`src/rtl/io_port_bridge.sv`:
```
// Word-level I/O bridge: host->processor input FIFO and processor->host output FIFO,
// each a DEPTH-entry circular buffer with valid/ready on the host side.
module io_port_bridge #(
  parameter int unsigned DEPTH = 4,
  parameter int unsigned WIDTH = 16
) (
  input  logic             clock,
  input  logic             rst,
  input  logic [WIDTH-1:0] host_in_data,
  input  logic             host_in_valid,
  output logic             host_in_ready,
  output logic [WIDTH-1:0] read_in,
  output logic             in_avail,
  input  logic             in_ack,
  input  logic [WIDTH-1:0] write_out,
  input  logic             out_strobe,
  output logic [WIDTH-1:0] host_out_data,
  output logic             host_out_valid,
  input  logic             host_out_ready,
  output logic             out_overflow
);

  localparam int unsigned AW = (DEPTH > 1) ? $clog2(DEPTH) : 1;
  localparam int unsigned CW = AW + 1;
  localparam logic [CW-1:0] FULL = CW'(DEPTH);

  // Input FIFO state
  logic [WIDTH-1:0] r_in_mem [DEPTH];
  logic [AW-1:0]    r_in_rptr;
  logic [AW-1:0]    r_in_wptr;
  logic [CW-1:0]    r_in_cnt;
  logic             w_in_push;
  logic             w_in_pop;

  // Output FIFO state
  logic [WIDTH-1:0] r_out_mem [DEPTH];
  logic [AW-1:0]    r_out_rptr;
  logic [AW-1:0]    r_out_wptr;
  logic [CW-1:0]    r_out_cnt;
  logic             r_out_ovf;
  logic             w_out_push;
  logic             w_out_pop;
  logic             w_out_full;

  // Ready is gated by rst so the host sees no acceptance while reset is held.
  assign host_in_ready = rst && (r_in_cnt != FULL);
  assign in_avail      = (r_in_cnt != '0);
  assign w_in_push     = host_in_valid && host_in_ready;
  assign w_in_pop      = in_ack && in_avail;
  assign read_in       = in_avail ? r_in_mem[r_in_rptr] : '0;

  always_ff @(posedge clock or negedge rst) begin
    if (!rst) begin
      r_in_rptr <= '0;
      r_in_wptr <= '0;
      r_in_cnt  <= '0;
    end else begin
      if (w_in_push) r_in_wptr <= r_in_wptr + AW'(1);
      if (w_in_pop)  r_in_rptr <= r_in_rptr + AW'(1);
      if (w_in_push && !w_in_pop) begin
        r_in_cnt <= r_in_cnt + CW'(1);
      end else if (!w_in_push && w_in_pop) begin
        r_in_cnt <= r_in_cnt - CW'(1);
      end
    end
  end

  always_ff @(posedge clock) begin
    if (w_in_push) r_in_mem[r_in_wptr] <= host_in_data;
  end

  assign host_out_valid = (r_out_cnt != '0);
  assign host_out_data  = host_out_valid ? r_out_mem[r_out_rptr] : '0;
  assign out_overflow   = r_out_ovf;
  assign w_out_full     = (r_out_cnt == FULL);
  assign w_out_pop      = host_out_valid && host_out_ready;
  // A strobe into a full FIFO still lands if the head leaves in the same cycle.
  assign w_out_push     = out_strobe && (!w_out_full || w_out_pop);

  always_ff @(posedge clock or negedge rst) begin
    if (!rst) begin
      r_out_rptr <= '0;
      r_out_wptr <= '0;
      r_out_cnt  <= '0;
      r_out_ovf  <= 1'b0;
    end else begin
      if (w_out_push) r_out_wptr <= r_out_wptr + AW'(1);
      if (w_out_pop)  r_out_rptr <= r_out_rptr + AW'(1);
      if (w_out_push && !w_out_pop) begin
        r_out_cnt <= r_out_cnt + CW'(1);
      end else if (!w_out_push && w_out_pop) begin
        r_out_cnt <= r_out_cnt - CW'(1);
      end
      if (out_strobe && w_out_full && !w_out_pop) r_out_ovf <= 1'b1;
    end
  end

  always_ff @(posedge clock) begin
    if (w_out_push) r_out_mem[r_out_wptr] <= write_out;
  end

endmodule

```
`config.mk`:
```
export PLATFORM = sky130hd
export DESIGN_NAME = io_port_bridge
export DESIGN_NICKNAME = d
export VERILOG_FILES = /design/src/rtl/io_port_bridge.sv
export SDC_FILE = /design/constraint.sdc
export NUM_CORES = 1
export LEC_CHECK = 0
export CAP_MARGIN = 10
export CORE_ASPECT_RATIO = 1.25
export CORE_MARGIN = 1
export CORE_UTILIZATION = 55
export CTS_CLUSTER_DIAMETER = 40
export CTS_CLUSTER_SIZE = 40
export DETAILED_ROUTE_END_ITERATION = 10
export GPL_ROUTABILITY_DRIVEN = 1
export PLACE_DENSITY_LB_ADDON = 0.2
export SLEW_MARGIN = 10
export SYNTH_ARGS = -nofsm -noshare
export SYNTH_HDL_FRONTEND = slang
export SYNTH_SLANG_ARGS = --single-unit
```
`constraint.sdc`:
```
create_clock -name clock -period 2.3 [get_ports clock]
set_input_delay 0.46 -clock clock [delete_from_list [all_inputs] [get_ports clock]]
set_output_delay 0.46 -clock clock [all_outputs]
set_load 0.005 [all_outputs]
```
==> run metrics <==
R2R setup slack 260 ps; final cycle utilization of the critical path 100.3%; final cell count without fillers 547; max-cap viol count 0; origin of the critical flop-to-flop path r_in_cnt[1]; minimum hold slack 211.5 ps; most frequent CP cell buf_6; first drt pass iteration count 4; Avg Synthesized Cell Area 20.86 um^2; Worst Path Max Fanout 8; power per cell area 1339 nW/um^2; CP Launch Type flip-flop; drt wl/cell 19.57 um; PortBufs 73; core area 10160 um^2; final instance area 7657 um^2; Synth Cell Area 5778 um^2; GRT overflow 0; DP Area 6837 um^2; clk sinks 143; most common cell after layout, fill and taps aside edfxtp_1; Min-Delay Path Class in2async; Seq/Total Area, Yosys 73.02%; fin worst setup slack -7.423 ps; Min Clock Period, post-route 2307 ps; max frequency 433.4 MHz; CP Capture Type output pin; Die Area 10920 um^2; Via density 5.380; CP peak stage delay 490 ps; CTS buffer count 17; placed cells 492; unique cell type count in the Yosys netlist 24; Final Hold Viols 0; Cell Chain, Critical Path buf_8, buf_6, mux4_2, and2_4, buf_6; critical path buffer and inverter count 3; Die H 116.6 um; worst rel slew slack 82.69%; Final setup viols 1; H-tree Lvls 4; FP Rows 41; critical path class reg2out; worst-margin pin slew 259.7 ps; synthesized instance count 277; antenna viol nets, final 0; initial antenna violation count 0; violated checks setup timing; # IOs 74; vias in the first global route 3341; Post-Route Setup TNS -7.423 ps; first-pass GRT wire length 16810 um; DRC violations left 0; RSZ-0062 raised after global routing yes; number of diodes 0; initial DRC count 129; reg2reg path depth 8; Largest delay share family, worst path multiplexers; Worst Path Arrival 1850 ps; CTS tree done; clock transition at the registers of the reported paths 70 ps; Req. time, crit path 1840 ps; Slew Limit Fails 0; most frequent cells in the layout edfxtp_1, clkdlybuf4s50_1, buf_6, mux4_2, and2_4; area growth from synthesis to layout 32.52%; Starting Density 56.89%; vias 2943; layout cells sized above 1 43.06%; skew final 7.897 ps; worst skew pair latency 410 ps; largest net degree at the start of global routing 19; Nets 455; yosys warns 0; clk buf depth 2; terminus of the critical flop-to-flop path r_in_cnt[2]; total global routing track utilization 21.94%; clk root buf clkbuf_16; peak supply drop 0.0007415 V; slowest cell on the critical path mux4_2; leakage 2.824 nW; final core occ 75.39%; DP Wirelength 6445 um; status finished, violations left; Die Wd 93.68 um; Yosys reg bits 143; final wirelength 10700 um; syn_nets 327; GPL Wtd Cong 0.7291
==> worst reg2reg max path: stages (launching register included) <==
cell     delay [ps]
dfrtp_1         370
or3_1           400
nand2_1         130
ha_1            170
inv_1            60
fa_1            370
xor2_1          170
nor2_1          120
xor2_1          170
==> power breakdown <==
group          internal [W]  switching [W]
logic               0.00251        0.00151
registers           0.00336       0.000200
clock network       0.00154        0.00113
==> stage by stage <==
stage | setup WS, ps | total power [W]
global route | -61.87 | 0.01075
floorplan | 211.4 | 0.005355
CTS | -96.41 | 0.01034
detailed placement | -80.06 | 0.006871
global placement | -38.81 | 0.006779
finish | -7.423 | 0.01025
==> flip-flops by register name, indices dropped and copies added (netlist names) <==
signal / flops
r_out_cnt: 3
r_in_mem: 64
r_in_rptr: 2
r_in_cnt: 3
r_out_rptr: 2
r_in_wptr: 2
r_out_wptr: 2
r_out_mem: 64
out_overflow: 1
==> what timing repair did <==
item	4_1_cts	5_1_grt
setup endpoints to repair	35	34
setup buffers	25	1
cloned	2	0
resized for setup	204	20
endpoints found under the hold margin	0	0
hold buffers	0	0
pin swaps	28	3
==> logic make-up (layout without fill, tap and decap cells) <==
group           after synthesis  count (layout)  synth area share, %
mux                          36              36                14.29
compound gates                3               3               0.3465
flops                       143             143                73.02
simple gates                 52              52                5.478
fa+ha+maj                    12              12                2.858
buf+inv                      19             160                2.187
xor+xnor                     12              12                1.819
==> worst max path at each step <==
stage	startpoint	endpoint	slack [ps]	depth (start not counted)
floorplan	r_in_cnt[1]	r_in_cnt[2]	210	9
global placement	rst	r_in_cnt[2]	-40	9
detailed placement	rst	r_in_cnt[2]	-80	9
CTS	r_out_rptr[0]	host_out_data[13]	-100	6
global route	r_in_rptr[0]	read_in[11]	-60	5
finish	r_in_rptr[0]	read_in[11]	-7	5
==> cells in the mapped netlist <==
| library cell | number | area share (%) |
|---|---|---|
| xnor2_1 | 8 | 1.2 |
| nand3_1 | 2 | 0.17 |
| nor2_1 | 3 | 0.19 |
| or3_1 | 2 | 0.22 |
| edfxtp_1 | 128 | 67 |
| xor2_1 | 4 | 0.61 |
| nor2b_1 | 1 | 0.11 |
| buf_2 | 6 | 0.52 |
| clkbuf_1 | 3 | 0.19 |
| nor4b_2 | 1 | 0.26 |
| mux4_2 | 16 | 6.2 |
| dfrtp_1 | 15 | 6.5 |
| mux2_2 | 4 | 0.78 |
| buf_12 | 2 | 0.69 |
| mux4_1 | 16 | 7.3 |
| and2_1 | 40 | 4.3 |
| a21boi_0 | 1 | 0.13 |
| a21oi_1 | 1 | 0.087 |
| fa_1 | 2 | 0.69 |
| nand2_1 | 3 | 0.19 |
| a21o_1 | 1 | 0.13 |
| buf_6 | 2 | 0.39 |
| ha_1 | 10 | 2.2 |
| inv_1 | 6 | 0.39 |
==> area by class of cell <==
| type | instances | area [um^2] |
|---|---|---|
| multi-input cells | 115 | 1445 |
| flip-flops and latches | 143 | 4222 |
| clock buffers | 17 | 425.4 |
| well taps | 129 | 161.4 |
| clock inverters | 15 | 161.4 |
| fillers | 581 | 2500 |
| inverters | 6 | 22.52 |
| repair buffers | 122 | 1220 |
==> metal layers <==
layer	GRT usage (%)	vias to the layer above	share of wire [%]
met2	41.23	84	58
met1	23.74	1514	37
met5	0	-	0
met4	9.641	0	1.4
met3	4.688	14	3.5
li1	-	1331	-
(Power assumes the default switching activity.)
